$ cat config.mk
export PLATFORM = sky130hd
export DESIGN_NAME = serial_adder
export DESIGN_NICKNAME = d
export VERILOG_FILES = /design/src/rtl/alu_pkg.sv /design/src/rtl/serial_adder_digit_adder.sv /design/src/rtl/serial_adder.sv
export SDC_FILE = /design/constraint.sdc
export NUM_CORES = 1
export LEC_CHECK = 0
export CAP_MARGIN = 20
export CELL_PAD_IN_SITES_DETAIL_PLACEMENT = 1
export CELL_PAD_IN_SITES_GLOBAL_PLACEMENT = 1
export CORE_AREA = 2 2 81 83
export CTS_CLUSTER_DIAMETER = 80
export CTS_CLUSTER_SIZE = 24
export DETAILED_ROUTE_END_ITERATION = 8
export DIE_AREA = 0 0 83 85
export GPL_TIMING_DRIVEN = 0
export PLACE_DENSITY = 0.58
export SLEW_MARGIN = 20
export SYNTH_ARGS = -nofsm -noshare
export SYNTH_HDL_FRONTEND = slang
export SYNTH_HIERARCHICAL = 1
export SYNTH_SLANG_ARGS = --single-unit
export TNS_END_PERCENT = 50
$ cat constraint.sdc
create_clock -name CLK -period 1.9 [get_ports CLK]
set_clock_uncertainty 0.05 [all_clocks]
set_input_delay 0.285 -clock CLK [delete_from_list [all_inputs] [get_ports CLK]]
set_output_delay 0.285 -clock CLK [all_outputs]
set_load 0.005 [all_outputs]
$ cat src/rtl/alu_pkg.sv
// Shared ALU definitions: the sequencer state encoding, the default datapath
// width, and the bit positions the ALU flag register uses for the adder flags.
package alu_pkg;

   localparam int ALU_WIDTH = 8;

   typedef logic [1:0] state_t;

   localparam state_t ST_IDLE = 2'd0;
   localparam state_t ST_RUN  = 2'd1;
   localparam state_t ST_FIN  = 2'd2;

   localparam int FLAG_ZERO  = 0;
   localparam int FLAG_CARRY = 1;
   localparam int FLAG_OVF   = 2;

endpackage

$ cat src/rtl/serial_adder_digit_adder.sv
// digit_adder: combinational DIGIT-bit full adder, one slice of the serial sum.
module digit_adder #(
   parameter int DIGIT = 1
) (
   input  logic [DIGIT-1:0] a,
   input  logic [DIGIT-1:0] b,
   input  logic             cin,
   output logic [DIGIT-1:0] sum,
   output logic             cout
);

   assign {cout, sum} = {1'b0, a} + {1'b0, b} + {{DIGIT{1'b0}}, cin};

endmodule

$ cat src/rtl/serial_adder.sv
// serial_adder: multi-cycle WIDTH-bit adder, DIGIT bits per clock, behind a
// START/BUSY/DONE handshake. Build macro SERIAL_ADDER_FLAGS_EN enables the
// COUT/OVF/ZERO flag logic; without it those outputs are tied low.
//
// state | meaning
// IDLE  | waiting for START
// RUN   | N digit steps (cnt 0..N-1), then one settle cycle at cnt==N
// FIN   | DONE pulse; START here starts the next addition immediately
module serial_adder
   import alu_pkg::*;
#(
   parameter int WIDTH = ALU_WIDTH,
   parameter int DIGIT = 1
) (
   input  logic             CLK,
   input  logic             RST,
   input  logic             START,
   input  logic [WIDTH-1:0] A,
   input  logic [WIDTH-1:0] B,
   input  logic             CIN,
   output logic             BUSY,
   output logic             DONE,
   output logic [WIDTH-1:0] RES,
   output logic             COUT,
   output logic             OVF,
   output logic             ZERO
);

   localparam int N  = WIDTH / DIGIT;
   localparam int CW = $clog2(N + 1);

   state_t           state;
   logic [CW-1:0]    cnt;
   logic [WIDTH-1:0] a_sh;
   logic [WIDTH-1:0] b_sh;
   logic [WIDTH-1:0] res_q;
   logic             carry;
   logic             busy_q;

   logic [DIGIT-1:0] dsum;
   logic             dcout;
   logic [WIDTH-1:0] sum_top;
   logic             accept;
   logic             step;
   logic             last;

   digit_adder #(.DIGIT(DIGIT)) u_digit_adder (
      .a    (a_sh[DIGIT-1:0]),
      .b    (b_sh[DIGIT-1:0]),
      .cin  (carry),
      .sum  (dsum),
      .cout (dcout)
   );

   assign accept  = START && ((state == ST_IDLE) || (state == ST_FIN));
   assign step    = (state == ST_RUN) && (cnt != CW'(N));
   assign last    = (state == ST_RUN) && (cnt == CW'(N));
   assign sum_top = WIDTH'(dsum) << (WIDTH - DIGIT);

   // Sequencer: IDLE -> RUN -> FIN, with back-to-back restart from FIN.
   always_ff @(posedge CLK or posedge RST) begin
      if (RST) begin
         state <= ST_IDLE;
      end else begin
         case (state)
            ST_IDLE: if (START) state <= ST_RUN;
            ST_RUN:  if (last) state <= ST_FIN;
            ST_FIN:  state <= START ? ST_RUN : ST_IDLE;
            default: state <= ST_IDLE;
         endcase
      end
   end

   // Operand shift registers, carry, digit counter and result accumulation.
   always_ff @(posedge CLK or posedge RST) begin
      if (RST) begin
         a_sh  <= '0;
         b_sh  <= '0;
         res_q <= '0;
         carry <= 1'b0;
         cnt   <= '0;
      end else if (accept) begin
         a_sh  <= A;
         b_sh  <= B;
         res_q <= '0;
         carry <= CIN;
         cnt   <= '0;
      end else if (step) begin
         a_sh  <= a_sh >> DIGIT;
         b_sh  <= b_sh >> DIGIT;
         res_q <= (res_q >> DIGIT) | sum_top;
         carry <= dcout;
         cnt   <= cnt + CW'(1);
      end
   end

   // BUSY covers exactly the cycles following a digit step.
   always_ff @(posedge CLK or posedge RST) begin
      if (RST) busy_q <= 1'b0;
      else     busy_q <= step;
   end

   assign BUSY = busy_q;
   assign DONE = (state == ST_FIN);
   assign RES  = res_q;

`ifdef SERIAL_ADDER_FLAGS_EN
   logic a_msb;
   logic b_msb;
   logic cout_q;
   logic ovf_q;
   logic zero_q;

   // Flags are captured on the settle cycle and cleared by the next accept.
   always_ff @(posedge CLK or posedge RST) begin
      if (RST) begin
         a_msb  <= 1'b0;
         b_msb  <= 1'b0;
         cout_q <= 1'b0;
         ovf_q  <= 1'b0;
         zero_q <= 1'b0;
      end else if (accept) begin
         a_msb  <= A[WIDTH-1];
         b_msb  <= B[WIDTH-1];
         cout_q <= 1'b0;
         ovf_q  <= 1'b0;
         zero_q <= 1'b0;
      end else if (last) begin
         cout_q <= carry;
         ovf_q  <= (a_msb == b_msb) && (res_q[WIDTH-1] != a_msb);
         zero_q <= (res_q == '0);
      end
   end

   assign COUT = cout_q;
   assign OVF  = ovf_q;
   assign ZERO = zero_q;
`else
   assign COUT = 1'b0;
   assign OVF  = 1'b0;
   assign ZERO = 1'b0;
`endif

endmodule

; Yosys cells after proc, flatten, opt, wreduce, memory -nomap -nowiden
; Index checks and enable logic that the tools add are counted.
[word_totals]
ff_bits = 32
output_inout_bits = 13
wordCells = 38
[op_classes]
add_sub_neg = 3
n_mux = 14
n_reduce_logical = 7
n_eq_ne = 6
bitwise = 1
[op_table]
columns = operator, n
row1 = two-way mux 8 bit, 6
row2 = two-way mux 4 bit, 2
row3 = OR 7 x 8 -> 8 bit, 1
row4 = one-hot mux 2 bit (3 select lines), 1
row5 = "adder 4 x 1 -> 4 bit, second input constant", 1
row6 = "equality test 4 bit, second input constant", 1
row7 = two-way mux 2 bit, 2
row8 = "!= test 2 bit, second input constant", 2
row9 = "!= test 4 bit, second input constant", 1
row10 = logical AND 1 bit, 3
row11 = two-way mux 1 bit, 3
row12 = adder 1 x 1 -> 2 bit, 1
row13 = adder 2 x 1 -> 2 bit, 1
row14 = "equality test 2 x 1 -> 1 bit, second input constant", 1
row15 = "equality test 2 bit, second input constant", 1
row16 = logical NOT 2 bit, 1
row17 = AND reduction 2 bit, 1
row18 = nonzero test 2 bit, 1
row19 = logical OR 1 bit, 1

; Longest topological paths before layout
[logic_depth]
depth_word = 5
ltp_mapped = 7

; Hierarchy
; The synthesis kept the hierarchy.
[modules_own_cells]
columns = module, area_per_inst_um2, instances, cells_per_inst, seq_area_each_um2
row1 = serial_adder, 1497.7, 1, 140, 800.8
row2 = digit_adder, 20.0, 1, 1, 0.0

; Worst setup path before layout
; OpenSTA, ideal clock, no wires.
[synth_path]
kind = register to register
start = register cnt[0]
end = register a_sh[3]
path_slack_ps = 448
path_stages_with_launch = 7
setup_ps = 126
arrival_time_ps = 1276
synth_period_minus_slack_ps = 1452
cell_sequence = dfrtp_1 inv_1 ha_1 nand3b_4 buf_6 and3_1 a221o_1
[synth_via]
elab_chain_cells = 3
[synth_lines]
columns = element, line_no
row1 = from (decl), serial_adder.sv:33  ; logic [CW-1:0] cnt;
row2 = from (signal assigned), serial_adder.sv:93  ; cnt <= cnt + CW'(1);
row3 = != test 4 bit, serial_adder.sv:56  ; assign step = (state == ST_RUN) && (cnt != CW'(N));
row4 = logical AND 1 bit, serial_adder.sv:56
row5 = nonzero test 2 bit (no source line), -
row6 = to (signal assigned), serial_adder.sv:89  ; a_sh <= a_sh >> DIGIT;
row7 = to (decl), serial_adder.sv:34  ; logic [WIDTH-1:0] a_sh;
; Every way passes these cells.
; A chain may end at the register's enable or synchronous reset.

; Worst setup path in the final report
[layout_path]
start = register state[0]
end = output port DONE
[layout_via]
elab_chain_cells = 1
[layout_lines]
columns = element, line_no
row1 = from (decl), serial_adder.sv:32  ; state_t state;
row2 = from (signal assigned), serial_adder.sv:68  ; ST_FIN: state <= START ? ST_RUN : ST_IDLE;
row3 = equality test 2 bit, serial_adder.sv:104  ; assign DONE = (state == ST_FIN);
row4 = to (decl), serial_adder.sv:22  ; output logic DONE,
; Every way passes these cells.

==> key figures <==
Clock network
  • H-tree levels: 2
  • CTS root buf: clkbuf_8
  • Clk sink count: 32
  • Worst-Skew Late Latency: 0.29 ns
  • Post-cts sizing count: 0
  • Clock-pin slew on the worst setup and hold paths: about 0.07 ns
  • # Post-CTS Setup Buffers: 0
  • Num CTS Buffers: 5
  • CTS Hold Bufs: 0
  • Clock tree buffer depth: 2
  • CTS tree: done

Yosys
  • YS warnings: 6
  • Synth cell types: 28
  • Syn avg cell area: ~11 um^2
  • Sequential element share of the synthesized area: between 50% and 60%
  • Synth Cell Area: between 1500 and 2000 um^2
  • Synth Instances: ~140
  • Synth top area share: between 50 and 60%
  • Largest area contributor in the netlist: dfrtp_1
  • #FFs+latches synth: 32
  • Top cells by area, synth: dfrtp_1 (53%), a221o_1 (6.6%), o21ai_0 (4.6%)

Detailed routing
  • Routed WL per cell: 15.7 um
  • Via Count: 1218
  • # DRC: 0
  • Routed Antenna Nets: 0
  • Drt via density: about 4.7
  • Drt pass-1 iters: 4
  • Post-Route WL: 4030 um
  • Starting DRT DRC Count: 44

Placement
  • Port Buffer Count: 29
  • Placed cells: approximately 250
  • Placer Congestion: ~0.68
  • Dpl hpwl: 2760 um
  • Pre-CTS WS: between 0.08 and 0.09 ns

Timing
  • Max Fclk: around 0.60 GHz
  • Setup_tns: 0 ns
  • Worst Tran Pin Value: 0.692 ns
  • Period utilization: 87.8%
  • Setup ws final: around 0.23 ns
  • RSZ-0062 raised after global routing: no
  • Final setup violating endpoints: 0
  • Slew Viols, Final: 0
  • Max-slew headroom: 53.8%
  • Minimum clock period: about 1.7 ns
  • Hold Fails Final Rpt: 0

Floorplan
  • Die width: between 80 and 90 um
  • Core area: 6200 um^2
  • Die area: just over 7000 um^2
  • Num rows: 29
  • Initial Util: between 20% and 30%
  • # IOs: 33
  • Die Ht: roughly 85 um

Worst setup path
  • CP max FO: 5
  • Cell Chain, Critical Path: nor2b_1, clkdlybuf4s50_1
  • Worst r2r path cells: 6
  • Setup crit start kind: register
  • Worst Path Arrival: between 1 and 1.5 ns
  • CP Class: reg -> out
  • Worst Setup End Kind: primary output
  • Critical path's slowest cell: clkdlybuf4s50_1
  • Slowest stage delay, CP: 0.51 ns
  • Worst path required time: 1.56 ns
  • R2R setup slack: roughly 0.25 ns

Finish
  • Post-layout nets: 202
  • Most frequent cells in the layout: dfrtp_1 (32), clkdlybuf4s50_1 (29), o21ai_0 (14), nand2_1 (14)
  • Commonest non-fill, non-tap cell in the layout: dfrtp_1
  • N_diodes: 0
  • Post-Layout Cell Count: approximately 260
  • Syn-to-layout area delta: 32.1%
  • Layout cell share with drive strength beyond 1: 15.6%
  • Fillcell total: 687

Flow run
  • Max Cap Violations: 0

Power
  • Pwr Density: about 1600 nW/um^2
  • VDD IR max: around 0.48 mV
  • Lkg Pwr: approximately 0.93 nW

Global route
  • Grt total ovfl: 0
  • Vias in the first global route: between 1000 and 1500
  • Antenna violations before repair: 0
  • GRT Total Usage: about an eighth
  • Largest net degree at the start of global routing: 33
  • First-pass GRT wire length: 6960 um

Outcome
  • Status: complete, no violations

Worst hold path
  • Worst Hold Class: in -> async
==> worst paths after layout <==
kind / startpoint / end
min in group CLK: b_sh[5] / b_sh[5]
setup / recovery: state[0] / DONE
hold reg to reg: b_sh[5] / b_sh[5]
setup reg to reg: cnt[0] / RES[2]
max in group asynchronous: RST / a_sh[1]
hold / removal: RST / RES[0]
==> synthesized netlist by cell type <==
cell,instances
dfrtp_1,32
nand2_1,14
o21ai_0,14
a221o_1,10
and3_1,10
nand3_1,10
buf_4,6
a21oi_1,5
buf_6,5
inv_1,5
nor2_1,5
a31oi_1,4
buf_2,2
ha_1,2
mux2i_1,2
nand2b_1,2
nor2b_1,2
a21oi_2,1
and2b_4,1
and3b_2,1
conb_1,1
fa_1,1
mux2_2,1
nand3b_4,1
nand4_1,1
nor2_2,1
o31ai_1,1
o32ai_1,1
==> registers in the layout, summed over array words and instances (netlist names) <==
name   flops
state      2
BUSY       1
carry      1
b_sh       8
RES        8
cnt        4
a_sh       8
==> routing by layer <==
layer / vias up / share of wire [%] / routed length [um] / GRT usage [%]
met5: - / 0 / 0 / 0
met4: 0 / 0.99 / 40 / 3.13
met3: 4 / 4.8 / 194 / 4.38
met2: 28 / 48 / 1940 / 20.7
met1: 613 / 46 / 1850 / 15.8
li1: 573 / - / - / -
==> power by group <==
part	internal (W)	total, W	leakage, nW	switching [W]
clock	0.000289	0.000546	0.0510	0.000257
combinational	0.000726	0.00141	0.477	0.000686
sequential	0.000993	0.00121	0.402	0.000218
==> cell families (layout without fill, tap and decap cells) <==
family / count (synthesis) / in the layout / share of synthesized area [%]
buffers and inverters: 18 / 55 / 8.57
AOI/OAI and AO/OA: 36 / 36 / 16.2
DFF: 32 / 32 / 52.8
and+or+nand+nor: 48 / 48 / 17.2
adders and majority gates: 3 / 3 / 2.97
other: 1 / 3 / 0.247
muxes: 3 / 3 / 2.06
==> per-stage QoR <==
step	area, um^2	power [W]	hold slack [ns]	utilization, %
4_1_cts	2000	0.00321	0.404	32.3
3_3_place_gp	1910	0.00256	0.440	30.8
2_1_floorplan	1530	0.00210	0.351	-
6_report	2000	0.00317	0.371	32.3
5_1_grt	2000	0.00344	0.434	32.3
3_5_place_dp	1910	0.00263	0.444	30.8
==> cell type report <==
cell class	instances	area [um^2]	share of cell area [%]
well taps	77	96.3	4.81
clock inverters	2	10.0	0.499
plain buffers	13	111	5.56
repair buffers	29	290	14.5
clock buffers	6	82.6	4.12
multi-input cells	93	594	29.7
inverters	5	18.8	0.936
flip-flops and latches	32	801	40.0
==> critical path, delay by kind of cell (launching register included) <==
kind,cells,cell delay (ns)
AND/OR/NAND/NOR,1,0.12
flip-flops,1,0.42
buffers and inverters,1,0.51
Power figures use the tool's default switching activity.
==> RTL change 1 (same settings) <==
Build with the macro `SERIAL_ADDER_FLAGS_EN` defined.
--- a/src/rtl/serial_adder.sv
+++ b/src/rtl/serial_adder.sv
@@ -6,6 +6,8 @@
 // IDLE  | waiting for START
 // RUN   | N digit steps (cnt 0..N-1), then one settle cycle at cnt==N
 // FIN   | DONE pulse; START here starts the next addition immediately
+`define SERIAL_ADDER_FLAGS_EN
+
 module serial_adder
    import alu_pkg::*;
 #(
Check against the original RTL: no difference found for any inputs over 10 cycles, from zero or initial values and one cycle with RST high; that may be too few to reach the edited logic, so the function may still have changed.
==> RTL change 1 against the original RTL <==
- synthesized cell count up 20%
- power rose by 12%
- sequential cell count is 5 higher
- utilization is 4.7 points higher
- wire length is 20% higher
- cell area grew 15%
- setup slack got worse by 0.075 ns
- area after synthesis increased by 17%
- critical path type unchanged
==> RTL change 1: results (changes against the original RTL) <==
Outcome: finished, final reports clean
Layout cells sized above 1: 0.1429 (-0.01270)
Final nets: 232 (+15%)
Largest net degree at the start of global routing: 24 (-27%)
First-pass GRT wire length: 8135 µm (+17%)
Static Leak: 0.001041 µW (+12%)
Actual slew at the worst max-slew pin: 0.5116 ns (-0.1801 ns)
Commonest cells post-synth: dfrtp_1, nand2_1, a21oi_1, nand3_1
Starting DRC count in detailed routing: 81 (+84%)
Finished Layout Cells: 287 (+12%)
Area post-placement: 0.002216 mm² (+16%)
Final Wtd Congestion: 0.7436 (+9.6%)
Peak supply drop: 0.5001 mV (+3.4%)
Main area contributors after synthesis: dfrtp_1, buf_6, a21oi_1
R2R depth: 6 (unchanged)
Primary FF master, synth: dfrtp_1
Tot GR Track Use: 0.1466 (+0.02142)
IO buf count: 32 (+10%)
Detailed Place HPWL: 3435 µm (+24%)
Cells after Synth: 169 (+20%)
Total wire length: 4837 µm (+20%)
Post-synth top area share: 0.5226 (-0.005019)
Via count: 1454 (+19%)
Register area share after synthesis: 0.5226 (-0.005019)
Worst Path Arrival: 1.41 ns (+0.08 ns)
Post-synth cell types: 35 (+25%)
H-tree levels: 2 (unchanged)
Vias in the first global route: 1594 (+16%)
## RTL change 1: layer usage
| layer | track usage | wire length, µm |
|---|---|---|
| met1 | 0.1828 | 2155 |
| met2 | 0.2493 | 2402 |
| met3 | 0.03405 | 200 |
| met4 | 0.05365 | 78 |
| met5 | 0 | 0 |
## RTL change 1: cells by family (layout without fill, tap and decap cells)
logic type,after synthesis,count (layout),synth area share
compound gates,52,52,0.1857
fa+ha+maj,3,3,0.02542
buf+inv,19,60,0.07768
flops,37,37,0.5226
mux,3,3,0.01766
simple gates,55,55,0.1709
## RTL change 1: cell type report
class,instances,share of cell area
Sequential cell,37,0.4028
Clock buffer,6,0.03157
Multi-Input combinational cell,113,0.3081
Timing Repair Buffer,33,0.1513
Inverter,5,0.008166
Tap cell,77,0.04192
Buffer,14,0.05171
Clock inverter,2,0.004355
## RTL change 1: final timing paths
kind | end | start | slack, ns
max in group asynchronous | b_sh[4] | RST | 1.13
setup / recovery | DONE | state[0] | 0.16
hold reg to reg | a_sh[5] | a_sh[5] | 0.46
hold / removal | RES[4] | RST | 0.23
setup reg to reg | a_sh[2] | cnt[0] | 0.32
min in group CLK | a_sh[5] | a_sh[5] | 0.46
## RTL change 1: power by group
group | internal (µW) | switching [µW] | leakage [µW] | total [µW]
registers | 1130 | 272 | 0.000467 | 1400
logic | 812 | 806 | 0.000530 | 1620
clock network | 254 | 277 | 0.0000450 | 531
total | 2200 | 1360 | 0.00104 | 3550
## RTL change 1: through the flow
step,power (µW),setup slack [ns],util,TNS [ns]
after floorplan,2430,0.4887,-,0
after global routing,3865,0.1040,0.3704,0
after global placement,2978,-0.1387,0.3527,-5.054
after CTS,3616,0.1272,0.3704,0
final,3552,0.1563,0.3704,0
after detailed placement,3060,0.1468,0.3571,0
## RTL change 1: worst reg2reg max path, delay by kind of cell (launching register included)
family | cells | cell delay (ns)
AO/OA/AOI/OAI | 2 | 0.40
flip-flops | 1 | 0.41
buffers and inverters | 2 | 0.22
adder cells (fa/ha/maj) | 1 | 0.24
AND/OR/NAND/NOR | 1 | 0.15
==> RTL change 2 (same settings) <==
Made on the original files. Register the output `DONE`; this adds one clock of latency there. The other outputs are not delayed to match.
--- a/src/rtl/serial_adder.sv
+++ b/src/rtl/serial_adder.sv
@@ -101,7 +101,9 @@
    end
 
    assign BUSY = busy_q;
-   assign DONE = (state == ST_FIN);
+   always_ff @(posedge CLK) begin
+      DONE <= (state == ST_FIN);
+   end
    assign RES  = res_q;
 
 `ifdef SERIAL_ADDER_FLAGS_EN
Behaviour: same outputs for any inputs over 10 cycles, from zero or initial values and one cycle with RST high; that may be too few to reach the edited logic, so the function may still have changed.
==> RTL change 2 against the original RTL <==
- area after synthesis up 1.3%
- wire length down 2.7%
- worst hold slack got worse by 0.0012 ns
- cell area up 2.2%
- non-clock buffer count stayed put
- setup slack better by 0.043 ns
- power is 4.0% higher
- critical path type is now register to register
- sequential cell count rose by 1
==> RTL change 2: results (changes against the original RTL) <==
Final Wtd Congestion: 0.7510 (+11%)
Worst Setup SP: cnt[0]
Highest metal used: met4
Main area contributors after synthesis: dfrtp_1, a221o_1, o21ai_0
WL met3: 166 µm (-14%)
Detailed Routing Iterations Pass 1: 2 (-2)
Sw power: 1124 µW (-3.2%)
Routed met2 length: 1816 µm (-6.6%)
Final nets: 203 (+0.50%)
Asr flop ratio synth: 0.9697 (-0.03030)
Vias per std cell: 4.663 (-1.6%)
CP max stage cell: dfrtp_1
Tot GR Track Use: 0.1206 (-0.004518)
Total wire length: 3919 µm (-2.7%)
Grt met3 use: 0.03502 (-0.008755)
Max-slew headroom: 0.5481 (+0.009918)
GR Util met2: 0.1877 (-0.01906)
R2R Setup Slk: 0.27 ns (+0.02 ns)
Peak supply drop: 0.4758 mV (-1.6%)
CP endpoint: a_sh[3]
First-pass GRT wire length: 6741 µm (-3.1%)
CP top delay family: flip-flops
Detailed Place HPWL: 2726 µm (-1.3%)
Met1 wire length: 1853 µm (+0.32%)
Static Leak: 0.0009455 µW (+1.7%)
Register area share after synthesis: 0.5338 (+0.006150)
Outcome: finished, final reports clean
Worst Path Max Fanout: 10 (+5)
Worst Path Arrival: 1.73 ns (+0.40 ns)
Peak per-stage delay on the critical path: 0.42 ns (-0.09 ns)
Vias in the first global route: 1332 (-3.4%)
Starting DRC count in detailed routing: 65 (+48%)
Post-synth cell types: 29 (+3.6%)
Layout cells sized above 1: 0.1492 (-0.006384)
R2R depth: 6 (unchanged)
Met1 Usage GRT: 0.1540 (-0.003571)
-- RTL change 2: changes by cell type after synthesis --
cell	change
dfxtp_1	+1
-- RTL change 2: final cells by class --
class | count | area (µm²)
fillers | 701 | 4156
flip-flops and latches | 33 | 820.8
multi-input cells | 93 | 594.3
repair buffers | 29 | 290.3
plain buffers | 13 | 111.4
well taps | 77 | 96.34
clock buffers | 7 | 86.33
clock inverters | 1 | 30.03
inverters | 5 | 18.77
-- RTL change 2: worst min path at each step --
stage,depth (start not counted),to,slack [ns],from
after floorplan,1,BUSY,0.35,RST
after global placement,1,DONE,0.43,state[1]
after detailed placement,1,b_sh[2],0.44,b_sh[2]
after CTS,2,cnt[1],0.40,RST
after global routing,2,state[1],0.43,RST
final,2,state[1],0.37,RST
-- RTL change 2: cells by family (layout without fill, tap and decap cells) --
| logic type | Yosys count | after routing | share of synthesized area |
|---|---|---|---|
| compound gates | 36 | 36 | 0.1595 |
| other cells | 1 | 3 | 0.002439 |
| flops | 33 | 33 | 0.5338 |
| mux | 3 | 3 | 0.02034 |
| buf+inv | 18 | 55 | 0.08462 |
| simple gates | 48 | 48 | 0.1701 |
| fa+ha+maj | 3 | 3 | 0.02929 |
-- RTL change 2: metrics by stage --
stage	utilization	cells	setup slack, ns	hold slack (ns)	cell area (µm²)
after floorplan	-	144	0.4478	0.3512	1545
after global placement	0.3114	250	0.1025	0.4289	1932
after detailed placement	0.3114	250	0.1126	0.4409	1932
after CTS	0.3301	258	0.2460	0.3952	2048
after global routing	0.3301	258	0.1480	0.4261	2048
final	0.3301	258	0.2739	0.3701	2048
-- RTL change 2: power by group through the flow --
stage               registers, µW  clock network, µW  logic [µW]
finish                       1220                676        1390
global route                 1270                731        1550
CTS                          1230                698        1420
detailed placement           1230                  0        1410
global placement             1220                  0        1360
floorplan                    1190                  0         931
